$ cat config.mk
export PLATFORM = sky130hd
export DESIGN_NAME = uart_rx_os
export DESIGN_NICKNAME = d
export VERILOG_FILES = /design/src/rtl/uart_rx_os.sv
export SDC_FILE = /design/constraint.sdc
export NUM_CORES = 1
export LEC_CHECK = 0
export BUFFER_PORTS_ARGS = -buffer_cell sky130_fd_sc_hd__buf_2
export CORE_ASPECT_RATIO = 1.5
export CORE_UTILIZATION = 35
export DETAILED_ROUTE_END_ITERATION = 10
export GPL_TIMING_DRIVEN = 0
export PLACE_DENSITY_LB_ADDON = 0.15
export SLEW_MARGIN = 20
export SYNTH_ARGS = -nofsm -noshare
export SYNTH_HDL_FRONTEND = slang
export SYNTH_SLANG_ARGS = --single-unit
$ cat constraint.sdc
create_clock -name clk -period 4.8 [get_ports clk]
set_clock_uncertainty 0.15 [all_clocks]
set_input_delay 0.48 -clock clk [delete_from_list [all_inputs] [get_ports clk]]
set_output_delay 0.48 -clock clk [all_outputs]
set_load 0.05 [all_outputs]
$ cat src/rtl/uart_rx_os.sv
// Oversampling UART receiver: 16 s_ticks per bit, mid-bit sampling, LSB first.
// Optional even-parity check is built when UART_RX_PARITY_EN is defined.
module uart_rx_os #(
  parameter int DBIT    = 8,
  parameter int SB_TICK = 16
) (
  input  logic            clk,
  input  logic            reset_n,
  input  logic            s_tick,
  input  logic            rx,
  output logic [DBIT-1:0] dout,
  output logic            rx_done_tick,
  output logic            frame_err,
  output logic            parity_err
);

`ifdef UART_RX_PARITY_EN
  typedef enum logic [2:0] {
    IDLE, START, DATA, PARITY, STOP
  } state_t;
`else
  typedef enum logic [1:0] {
    IDLE, START, DATA, STOP
  } state_t;
`endif

  localparam logic [2:0] NLAST = 3'(DBIT - 1);
  localparam logic [5:0] SLAST = 6'(SB_TICK - 1);

  state_t          state, state_n;
  logic [5:0]      s, s_n;
  logic [2:0]      n, n_n;
  logic [DBIT-1:0] b, b_n;
  logic            sync1, rx_s;
  logic            done;
`ifdef UART_RX_PARITY_EN
  logic            p, p_n;
`endif

  always_ff @(posedge clk or negedge reset_n) begin
    if (!reset_n) begin
      sync1 <= 1'b1;
      rx_s  <= 1'b1;
    end else begin
      sync1 <= rx;
      rx_s  <= sync1;
    end
  end

  always_ff @(posedge clk or negedge reset_n) begin
    if (!reset_n) begin
      state <= IDLE;
      s     <= '0;
      n     <= '0;
      b     <= '0;
`ifdef UART_RX_PARITY_EN
      p     <= 1'b0;
`endif
    end else begin
      state <= state_n;
      s     <= s_n;
      n     <= n_n;
      b     <= b_n;
`ifdef UART_RX_PARITY_EN
      p     <= p_n;
`endif
    end
  end

  always_comb begin
    state_n = state;
    s_n     = s;
    n_n     = n;
    b_n     = b;
    done    = 1'b0;
`ifdef UART_RX_PARITY_EN
    p_n     = p;
`endif
    unique case (state)
      IDLE: begin
        // start detect runs every clk, not only on s_tick
        if (!rx_s) begin
          state_n = START;
          s_n     = '0;
        end
      end
      START: begin
        if (s_tick) begin
          if (s == 6'd7) begin
            if (!rx_s) begin
              state_n = DATA;
              s_n     = '0;
              n_n     = '0;
            end else begin
              state_n = IDLE;
            end
          end else begin
            s_n = s + 6'd1;
          end
        end
      end
      DATA: begin
        if (s_tick) begin
          if (s == 6'd15) begin
            s_n = '0;
            b_n = {rx_s, b[DBIT-1:1]};
            if (n == NLAST) begin
`ifdef UART_RX_PARITY_EN
              state_n = PARITY;
`else
              state_n = STOP;
`endif
            end else begin
              n_n = n + 3'd1;
            end
          end else begin
            s_n = s + 6'd1;
          end
        end
      end
`ifdef UART_RX_PARITY_EN
      PARITY: begin
        if (s_tick) begin
          if (s == 6'd15) begin
            p_n     = rx_s;
            s_n     = '0;
            state_n = STOP;
          end else begin
            s_n = s + 6'd1;
          end
        end
      end
`endif
      STOP: begin
        if (s_tick) begin
          if (s == SLAST) begin
            state_n = IDLE;
            done    = 1'b1;
          end else begin
            s_n = s + 6'd1;
          end
        end
      end
      default: state_n = IDLE;
    endcase
  end

  always_ff @(posedge clk or negedge reset_n) begin
    if (!reset_n) begin
      dout         <= '0;
      rx_done_tick <= 1'b0;
      frame_err    <= 1'b0;
    end else begin
      rx_done_tick <= done;
      if (done) begin
        dout      <= b;
        frame_err <= ~rx_s;
      end
    end
  end

`ifdef UART_RX_PARITY_EN
  always_ff @(posedge clk or negedge reset_n) begin
    if (!reset_n) parity_err <= 1'b0;
    else if (done) parity_err <= (^b) ^ p;
  end
`else
  assign parity_err = 1'b0;
`endif

endmodule
=== Yosys cells after proc, flatten, opt, wreduce, memory -nomap -nowiden ===
Cells that the tools add are included.

* Bits in registers: 31
* Input port bits: 4
* Output and inout bits: 11
* Word-level logic and storage cells: 63

* Add/subtract/negate cells: 2
* Equal/unequal tests: 17
* Mux-type cells: 28
* Bitwise operators: 1
* Reductions and logical operators: 6

{| class="wikitable"
|+ Operator list
! cell !! number
|-
| 6-bit two-way mux || 7
|-
| 6-bit case mux with 4 select lines || 1
|-
| 2-bit != test (second input constant) || 11
|-
| 2-bit two-way mux || 9
|-
| 3-bit two-way mux || 6
|-
| 2-bit case mux with 4 select lines || 1
|-
| 8-bit AND reduction || 1
|-
| 7-bit AND reduction || 1
|-
| 6-bit by 1-bit adder with 6-bit output (second input constant) || 1
|-
| 6-bit by 3-bit == test with 1-bit output (second input constant) || 1
|-
| 6-bit by 4-bit == test with 1-bit output (second input constant) || 1
|-
| 3-bit case mux with 2 select lines || 1
|-
| 2-bit == test (second input constant) || 2
|-
| 4-bit AND reduction || 1
|-
| 3-bit by 1-bit adder with 3-bit output (second input constant) || 1
|-
| 3-bit == test (second input constant) || 1
|-
| 1-bit two-way mux || 3
|-
| 3-bit AND reduction || 1
|-
| 2-bit by 1-bit == test with 1-bit output (second input constant) || 1
|-
| 2-bit zero test || 1
|-
| 2-bit nonzero test || 1
|-
| 1-bit inverter || 1
|}

=== Logic depth before layout (Yosys ltp) ===
Gate-level depths: netlist (run 1).

* Depth after elaboration: 5
* Mapped depth: 6
* Depth with buffers taken out: 6

=== Worst setup path after synthesis (run 1) ===
No wires, ideal clock.

* Path kind: reg-to-reg
* From: register s[0]
* To: register n[0]
* Library setup time: 0.125 ns
* Data arrival time: 1.540 ns
* Required time: 4.525 ns
* Setup slack: 2.985 ns
* Cell stages (with the launch flop): 7
* Path buffers: 1
* Clock period less this slack: 1.815 ns
* Path through: dfrtp_1 > ha_1 > and4bb_1 > buf_6 > nand2_4 > a311o_1 > mux2_4

* Word-level cells in the longest chain between the ends: 3
* Elaborated cells on any way between the ends: 5
* Those cells by class: 4 x eq/ne; 1 x reduce/logical

{| class="wikitable"
|+ Ends and longest elaborated chain
! what !! RTL line !! source
|-
| start: declaration || 31 || <nowiki>logic [5:0] s, s_n;</nowiki>
|-
| start signal: assignment || 61 || <nowiki>s <= s_n;</nowiki>
|-
| 6-bit by 4-bit == test with 1-bit output or 6-bit by 3-bit == test with 1-bit output (tied branches) || 104, 89 ||
|-
| 2-bit != test (no source line) || - ||
|-
| 7-bit AND reduction (no source line) (*) || - ||
|-
| end signal: assignment || 62 || <nowiki>n <= n_n;</nowiki>
|-
| end: declaration || 32 || <nowiki>logic [2:0] n, n_n;</nowiki>
|}

Every way passes the cells marked *; elsewhere a longest branch is shown, timed or not.
A chain may end at the register's enable or synchronous reset.

=== Worst setup path in the final report (run 1) ===
Ends and elaborated chain as after synthesis.

==> impl_metrics.ini, run 1 <==
[setup_path]
cp.required_ns = 4.82
worstSetupEndpointType = flip-flop
worstSetupEndpoint = n[0]
cp-start-kind = flip-flop
r2r_slack_ns = 2.83
reg2reg_from = s[0]
crit_start = s[0]
rr_endpoint = n[0]
crit_type = flip-flop to flip-flop
reg2regPathDepth = 6
critical_path_arrival_ns = 2.00
critPathMaxFanout = 10

[finish]
finalCoreUtilization_pct = 42.4
areaGrowthSynthToFinish_pct = 15.0
fin_nets = 151
final_cells = 190
drive_gt1_share_pct = 35.2
n_antenna_cell = 0
final_area_um2 = 1700

[floorplan]
initial_utilization_pct = 36.9
io_pins = 15
fp.dieW_um = 55.0
core_area_um2 = 3990
rows = 28
fp.dieH_um = 81.5
dieArea_um2 = 4480

[sta]
tightest_slew_ns = 0.685
max_slew_margin_pct = 54.3
min_period_ns = 1.97
hold_violations = 0
layout_setup_ws_ns = 2.83
rsz0062_at_grt = no
whs_ns = 0.0807
maxSlewViolCount = 0
clock.fmax_mhz = 507
finalCritPeriodShare_pct = 41.1
setup_violations = 0
fin_tns_setup_ns = 0

[pwr]
max-vdd-ir-drop_v = 0.000241
finalPower_mw = 0.772
power.leakage_nw = 0.835
power.density_nw_per_um2 = 455

[clock_tree]
cts_resized = 0
cts_buffer_depth = 2
htreeDepth = 2
cts_setup_buffers = 0
cts_root_buffer = clkbuf_8
clk_pin_slew_worst_paths_ns = 0.07
cts.sink_count = 31
clk_latency_ns = 0.28
cts_tree = yes
numCtsBuffers = 5
cts_hold_buf = 0

[route]
wl_per_cell_um = 14.8
vias = 1032
firstDrtPassIters = 4
drc = 0
vias_per_cell = 5.43
drt_iter0_markers = 10
drt_wl_total_um = 2820
final_antenna_net_count = 0

[placement]
routabilityCongestion = 0.912
dp_hpwl_um = 2060
pre_cts_slack_ns = 2.82
portBuffers = 13
place_area_um2 = 1600
placed_cells = 182

[run]
drv_cap = 0

[synthesis]
synth.avg_cell_area_um2 = 11.9
yosys_warnings = 0
postSynthCellCount = 124
ys_ff_latch = 31
yosysSeqAreaShare_pct = 52.8
synth_area_leaders = dfrtp_1, mux2_2, dfstp_2
synth_top_area_share_pct = 49.2
synth_top_cell_by_area = dfrtp_1
synthFlopType = dfrtp_1
async_flop_share_pct = 100
synth.cell_area_um2 = 1470
synth_edf_count = 0
synth_fp_nets = 131
ys_types = 41

[grt]
grt_use_total_pct = 15.6
grt_start_max_net_pins = 32
first_global_vias = 1115
gr-total-overflow = 0
antenna_found_initial = 0
grt_pass1_wl_um = 4910

[min_path]
hold_class = input port to asynchronous set/reset pin

[status]
status = finished clean
==> per-layer routing <==
metal / GRT usage, % / wire, um / up-vias
met5: 0 / 0 / -
met4: 8.50 / 70 / 0
met3: 4.44 / 127 / 6
met2: 26.3 / 1500 / 24
met1: 17.1 / 1110 / 515
li1: - / - / 487
==> worst min-delay path by stage <==
| stage | from | to | depth (start not counted) |
|---|---|---|---|
| floorplan | reset_n | asynchronous set/reset pin | 0 |
| global placement | sync1 | rx_s | 0 |
| detailed placement | sync1 | rx_s | 0 |
| CTS | reset_n | rx_done_tick | 1 |
| global route | rx | sync1 | 1 |
| finish | reset_n | asynchronous set/reset pin | 1 |
==> where the power goes <==
part           internal [mW]  switching (mW)  total, mW
sequential             0.294          0.0317      0.326
clock                  0.131          0.0943      0.225
combinational         0.0896           0.132      0.221
total                  0.514           0.258      0.772
==> synth_stat cells, types with 2 or more instances <==
library cell and instances:
buf_2 3, a22o_2 2, inv_1 4, dfrtp_1 29
nor2_1 9, nand2_1 5, o2bb2ai_1 2, nor3_1 3
ha_1 3, mux2_2 17, and2_1 2, a41oi_1 2
nand4_1 2, dfstp_2 2, nand3_1 6, o21ai_0 4
a21oi_1 5
==> worst max-delay path: stages (launching register included) <==
cell	delay [ns]
dfrtp_1	0.41
ha_1	0.25
and4bb_1	0.26
buf_6	0.17
nand2_4	0.06
a311o_1	0.30
mux2_4	0.27
==> sequential cells by signal, summed over array words and instances (netlist names), named ones only <==
register	flops
dout	8
b	8
sync1	1
s	6
rx_done_tick	1
state	1
n	3
frame_err	1
rx_s	1
==> area by class of cell <==
class	count	area, um^2
Clock buffer	8	100
Sequential cell	31	778
Timing Repair Buffer	13	65.1
Inverter	4	15.0
Multi-Input combinational cell	82	636
Fill cell	399	2300
Buffer	7	45.0
Tap cell	45	56.3
==> cells by family after synthesis <==
group                      after synthesis  synth area share, %
and+or+nand+nor                         33                 12.7
xor gates and xnor gates                 1                0.594
buffers and inverters                   11                 4.07
other                                    1                0.254
AOI/OAI and AO/OA                       25                 12.3
DFF                                     31                 52.8
adders and majority gates                3                 2.55
muxes                                   19                 14.7
==> layout by cell type, fill, tap and decap left out, types with 2 or more instances in the layout <==
cell | netlist | layout
dfrtp_1 | 29 | 29
mux2_2 | 17 | 17
buf_2 | 3 | 16
nor2_1 | 9 | 9
clkbuf_8 | 0 | 7
nand3_1 | 6 | 6
a21oi_1 | 5 | 5
nand2_1 | 5 | 5
inv_1 | 4 | 4
o21ai_0 | 4 | 4
nor3_1 | 3 | 3
ha_1 | 3 | 3
and2_1 | 2 | 2
clkbuf_1 | 1 | 2
a22o_2 | 2 | 2
nand4_1 | 2 | 2
o2bb2ai_1 | 2 | 2
a41oi_1 | 2 | 2
dfstp_2 | 2 | 2
Note: power is estimated with default switching activity, not from simulation.
==> run 2, diff against run 1 <==
==> constraint.sdc (replaced) <==
create_clock -name clk -period 1.8 [get_ports clk]
set_clock_uncertainty 0.15 [all_clocks]
set_input_delay 0.18 -clock clk [delete_from_list [all_inputs] [get_ports clk]]
set_output_delay 0.18 -clock clk [all_outputs]
set_load 0.05 [all_outputs]
==> impl_metrics.ini, run 2 (synthesis results as in run 1) <==
[status]
status = finished, violations left
violations = setup timing

[setup_path]
crit_buf_inv = 1
worstSetupEndpointType = flip-flop
r2r_slack_ns = -0.05
cp-start-kind = flip-flop
critPathMaxFanout = 6
max_stage_delay_ns = 0.40
crit_type = flip-flop to flip-flop
reg2reg_from = s[1]
rr_endpoint = n[0]
cp_cell_sequence = ha_4 -> and4bb_1 -> buf_6 -> nand2_4 -> a311o_1 -> mux2_4
critical_path_arrival_ns = 1.87
reg2regPathDepth = 6
critical-path-top-delay-family = flip-flops
crit_slowest_cell = dfrtp_1
cp.required_ns = 1.82

[grt]
first_global_vias = 1149
grt_pass1_wl_um = 5070
gr-total-overflow = 0
grtUsageMet2_pct = 26.3
grt.busiest_layer = met2
grt_use_total_pct = 16.4
use_met3_pct = 3.33
antenna_found_initial = 0
grtUsageMet1_pct = 18.7
grt_start_max_net_pins = 32

[sta]
min_period_ns = 1.85
finalCritPeriodShare_pct = 103
fin_tns_setup_ns = -0.0641
rsz0062_at_grt = yes
max_slew_margin_pct = 54.3
tightest_slew_ns = 0.685
setup_violations = 3
hold_violations = 0
layout_setup_ws_ns = -0.0491
clock.fmax_mhz = 541
maxSlewViolCount = 0

[finish]
final_common_cell = dfrtp_1
drive_gt1_share_pct = 45.2
final_cell_mix = dfrtp_1, mux2_2, buf_2, buf_4, nor2_1
reg_top3 = b x8, dout x8, s x6
fin_nets = 161
areaGrowthSynthToFinish_pct = 25.3
final_area_um2 = 1850
n_antenna_cell = 0
final_cells = 200

[min_path]
hold_class = input port to flip-flop
holdPathStages = 4
min_to = s[4]
hold_start = s_tick

[route]
final_antenna_net_count = 0
vias_per_cell = 5.29
firstDrtPassIters = 4
wl_per_cell_um = 14.8
drt_iter0_markers = 22
vias = 1057
drc = 0
drt_wl_total_um = 2960

[pwr]
power.leakage_nw = 0.895
max-vdd-ir-drop_v = 0.000713
power.density_nw_per_um2 = 1260
finalPower_mw = 2.33

[clock_tree]
clk_pin_slew_worst_paths_ns = 0.06
htreeDepth = 2
cts.sink_count = 31
cts_buffer_depth = 2
numCtsBuffers = 5
cts_tree = yes
cts_root_buffer = clkbuf_8
clk_latency_ns = 0.29

[floorplan]
dieArea_um2 = 4480
fp.dieW_um = 55.0
core_area_um2 = 3990
rows = 28
fp.dieH_um = 81.5
initial_utilization_pct = 36.9
io_pins = 15

[run]
drv_cap = 0

[placement]
portBuffers = 13
placed_cells = 182
place_area_um2 = 1600
pre_cts_slack_ns = -0.182
routabilityCongestion = 0.820
dp_hpwl_um = 2010
[run 2: cell count changes in the layout (fill, tap and decap cells not counted), moves of 2 or more]
cell	delta
buf_4	+8
ha_1	-3
dlygate4sd3_1	+2
ha_2	+2
nor2_1	-2
[run 2: how the worst max path moves through the flow]
stage               startpoint    to  slack [ns]  depth (start not counted)
global placement          s[0]  n[0]       -0.14                          6
detailed placement        s[0]  n[0]       -0.18                          6
finish                    s[1]  n[0]       -0.05                          6
floorplan                 s[0]  n[0]      -0.006                          6
CTS                       s[0]  n[0]        -0.1                          6
global route              s[1]  n[0]       -0.11                          6
[run 2: final cells by class]
cell class | instances | area (um^2)
sequential | 31 | 778
tap | 45 | 56.3
inverter | 4 | 15.0
multi-input combinational | 82 | 689
buffer | 7 | 45.0
fill | 392 | 2150
clock buffer | 6 | 82.6
clock inverter | 2 | 35.0
timing repair buffer | 23 | 145
[run 2: power by group]
group / internal, mW / switching, mW / leakage (nW)
Clock: 0.447 / 0.258 / 0.0612
Sequential: 0.783 / 0.0893 / 0.404
Combinational: 0.344 / 0.411 / 0.430
[run 2: through the flow]
stage               util, %  hold WS [ns]
floorplan                 -        -0.266
global placement       40.0         0.116
detailed placement     40.0         0.124
global route           46.2         0.214
finish                 46.2         0.191
CTS                    44.6         0.156
[run 2: worst register-to-register path, stage by stage (launching register included)]
cell and delay (ns):
dfrtp_1 0.40, ha_4 0.16, and4bb_1 0.25, buf_6 0.16, nand2_4 0.05, a311o_1 0.30, mux2_4 0.27
[run 2: timing repair]
| action | CTS | global route |
|---|---|---|
| pin swaps | 2 | 5 |
| endpoints found under the hold margin | 30 | 0 |
| setup buffers | 4 | 4 |
| cloned | 0 | 0 |
| endpoints found under the setup margin | 20 | 22 |
| hold buffers | 2 | 0 |
| gates resized for setup | 3 | 9 |
[run 2: layer usage]
metal	vias to the layer above	share of wire (%)
met2	20	51
met3	10	2.6
met4	0	3.5
met5	-	0
li1	510	-
met1	517	42
==> run 3, diff against run 2 <==
--- a/config.mk
+++ b/config.mk
@@ -5,8 +5,8 @@
 export SDC_FILE = /design/constraint.sdc
 export NUM_CORES = 1
 export LEC_CHECK = 0
+export ABC_AREA = 1
 export BUFFER_PORTS_ARGS = -buffer_cell sky130_fd_sc_hd__buf_2
-export CORE_ASPECT_RATIO = 1.5
 export CORE_UTILIZATION = 35
 export DETAILED_ROUTE_END_ITERATION = 10
 export GPL_TIMING_DRIVEN = 0
==> impl_metrics.ini, run 3 <==
[floorplan]
rows = 24
io_pins = 15
core_area_um2 = 4350
dieArea_um2 = 4770
fp.dieH_um = 69.1
initial_utilization_pct = 36.2
fp.dieW_um = 69.1

[clock_tree]
cts_buffer_depth = 2
htreeDepth = 2
cts_root_buffer = clkbuf_8
cts_setup_buffers = 0
clk_latency_ns = 0.28
numCtsBuffers = 5
clk_pin_slew_worst_paths_ns = 0.06
cts_tree = yes
cts.sink_count = 31

[grt]
first_global_vias = 1213
grt_start_max_net_pins = 32
grt_use_total_pct = 14.0
grt_pass1_wl_um = 5380
gr-total-overflow = 0
antenna_found_initial = 0

[synthesis]
synth.avg_cell_area_um2 = 8.90
postSynthCellCount = 177
ys_types = 24
synth_compound_gate_area_share_pct = 10.2
synth_top_area_share_pct = 46.1
synth_top_cell_by_area = dfrtp_1
synth_area_leaders = dfrtp_1, nand2_1, o21ai_2
synth_xor_area_share_pct = 0.556
async_flop_share_pct = 100
synthAdderAreaFrac_pct = 2.38
synth_top_family_by_area = simple AND/OR/NAND/NOR gates
synth-simple-area-share_pct = 29.5
synth_mux_area_share_pct = 0
synth_fp_nets = 184
synth.cell_area_um2 = 1580
yosys_warnings = 0
ys_ff_latch = 31
yosysSeqAreaShare_pct = 49.4
synthTopCellsByCount = nand2_1, dfrtp_1, inv_1, o21ai_2, nand3_1
synth.most_common_cell = nand2_1
synthFlopType = dfrtp_1
synth_edf_count = 0

[finish]
register_area_um2 = 778
fillers = 418
areaGrowthSynthToFinish_pct = 15.0
n_antenna_cell = 0
multiInputGateArea_um2 = 679
final_common_cell = nand2_1
fin_nets = 206
final_cell_mix = nand2_1, dfrtp_1, inv_1, o21ai_2, nand3_1
drive_gt1_share_pct = 30.5
reg_top3 = b x8, dout x8, s x6

[sta]
rsz0062_at_grt = no
fin_tns_setup_ns = 0
hold_violations = 0
max_slew_margin_pct = 54.6
min_period_ns = 1.65
maxSlewViolCount = 0
setup_violations = 0
finalCritPeriodShare_pct = 91.4
clock.fmax_mhz = 608
tightest_slew_ns = 0.681

[placement]
routabilityCongestion = 0.778
dp_hpwl_um = 2130
portBuffers = 13

[route]
drt_wl_total_um = 2960
wl_per_cell_um = 11.7
vias_per_cell = 4.69
firstDrtPassIters = 5
vias = 1181
drc = 0
final_antenna_net_count = 0
drt_iter0_markers = 49

[setup_path]
crit_type = flip-flop to flip-flop
critical_path_arrival_ns = 1.66
cp-start-kind = flip-flop
worstSetupEndpointType = flip-flop
cp.required_ns = 1.81
critPathMaxFanout = 10

[min_path]
hold_class = input port to flip-flop

[run]
drv_cap = 0

[pwr]
power.leakage_nw = 0.953
finalPower_mw = 2.07
power.density_nw_per_um2 = 1140
max-vdd-ir-drop_v = 0.000497

[status]
status = finished clean
run 3: cell count changes in the layout (fill, tap and decap cells not counted), moves of 3 or more:
| cell | before | now |
|---|---|---|
| nand2_1 | 5 | 53 |
| mux2_2 | 17 | 0 |
| inv_1 | 4 | 20 |
| o21ai_2 | 0 | 16 |
| nand2_2 | 0 | 9 |
| nand3_1 | 5 | 14 |
| buf_4 | 9 | 1 |
| a21oi_1 | 5 | 1 |
| buf_2 | 16 | 13 |
| ha_1 | 0 | 3 |
| inv_2 | 0 | 3 |
run 3: final cells by class:
type / count / area share, %
Inverter: 24 / 5.11
Timing Repair Buffer: 15 / 4.70
Multi-Input combinational cell: 119 / 37.5
Clock inverter: 1 / 0.276
Sequential cell: 31 / 43.0
Buffer: 3 / 1.66
Tap cell: 52 / 3.59
Clock buffer: 7 / 4.21
run 3: timing repair:
action | in CTS | in global routing
hold endpoints to repair | 30 | 0
resized for setup | 0 | 1
hold buffers | 2 | 0
setup endpoints to repair | 0 | 5
run 3: power breakdown:
group          internal [mW]  total, mW  switching [mW]
logic                  0.209      0.663           0.454
registers              0.789      0.883          0.0944
clock network          0.271      0.519           0.248
total                   1.27       2.07           0.797
run 3: worst paths after layout:
kind	from	endpoint	slack, ns	cells after the start
min reg2reg	sync1	rx_s	0.21	0
max reg2reg	s[0]	dout[1]	0.15	9
max in group asynchronous	reset_n	n[2]	0.72	2
min	s_tick	rx_done_tick	0.16	3
max	s[0]	dout[1]	0.15	9
min in group asynchronous	reset_n	s[5]	0.32	2
run 3: metal layers:
metal	track usage [%]	share of wire (%)
met5	0	0
met4	7.03	1.7
met3	3.51	3.4
met2	22.7	48
met1	17.3	47
run 3: cells by family after synthesis:
kind of cell	count (synthesis)
compound gates	20
xor+xnor	1
fa+ha+maj	3
buf+inv	27
flops	31
other cells	1
simple gates	94
run 3: critical path, cell delays in order, from the launching register on:
cell	delay [ns]
dfrtp_1	0.40
ha_1	0.20
nand2_2	0.09
nor2_4	0.13
nand2_4	0.08
inv_4	0.08
nand3_4	0.12
buf_6	0.19
nand2_2	0.06
o21ai_2	0.04
run 3: through the flow:
step	worst slack [ns]	cell area [um^2]	hold slack (ns)	util, %	instances
6_report	0.155	1810	0.156	41.6	252
4_1_cts	0.135	1810	0.154	41.5	252
3_5_place_dp	0.146	1710	0.134	39.2	242
5_1_grt	0.0293	1810	0.176	41.6	252
3_3_place_gp	0.160	1710	0.127	39.2	242
2_1_floorplan	0.299	1580	-0.266	-	177
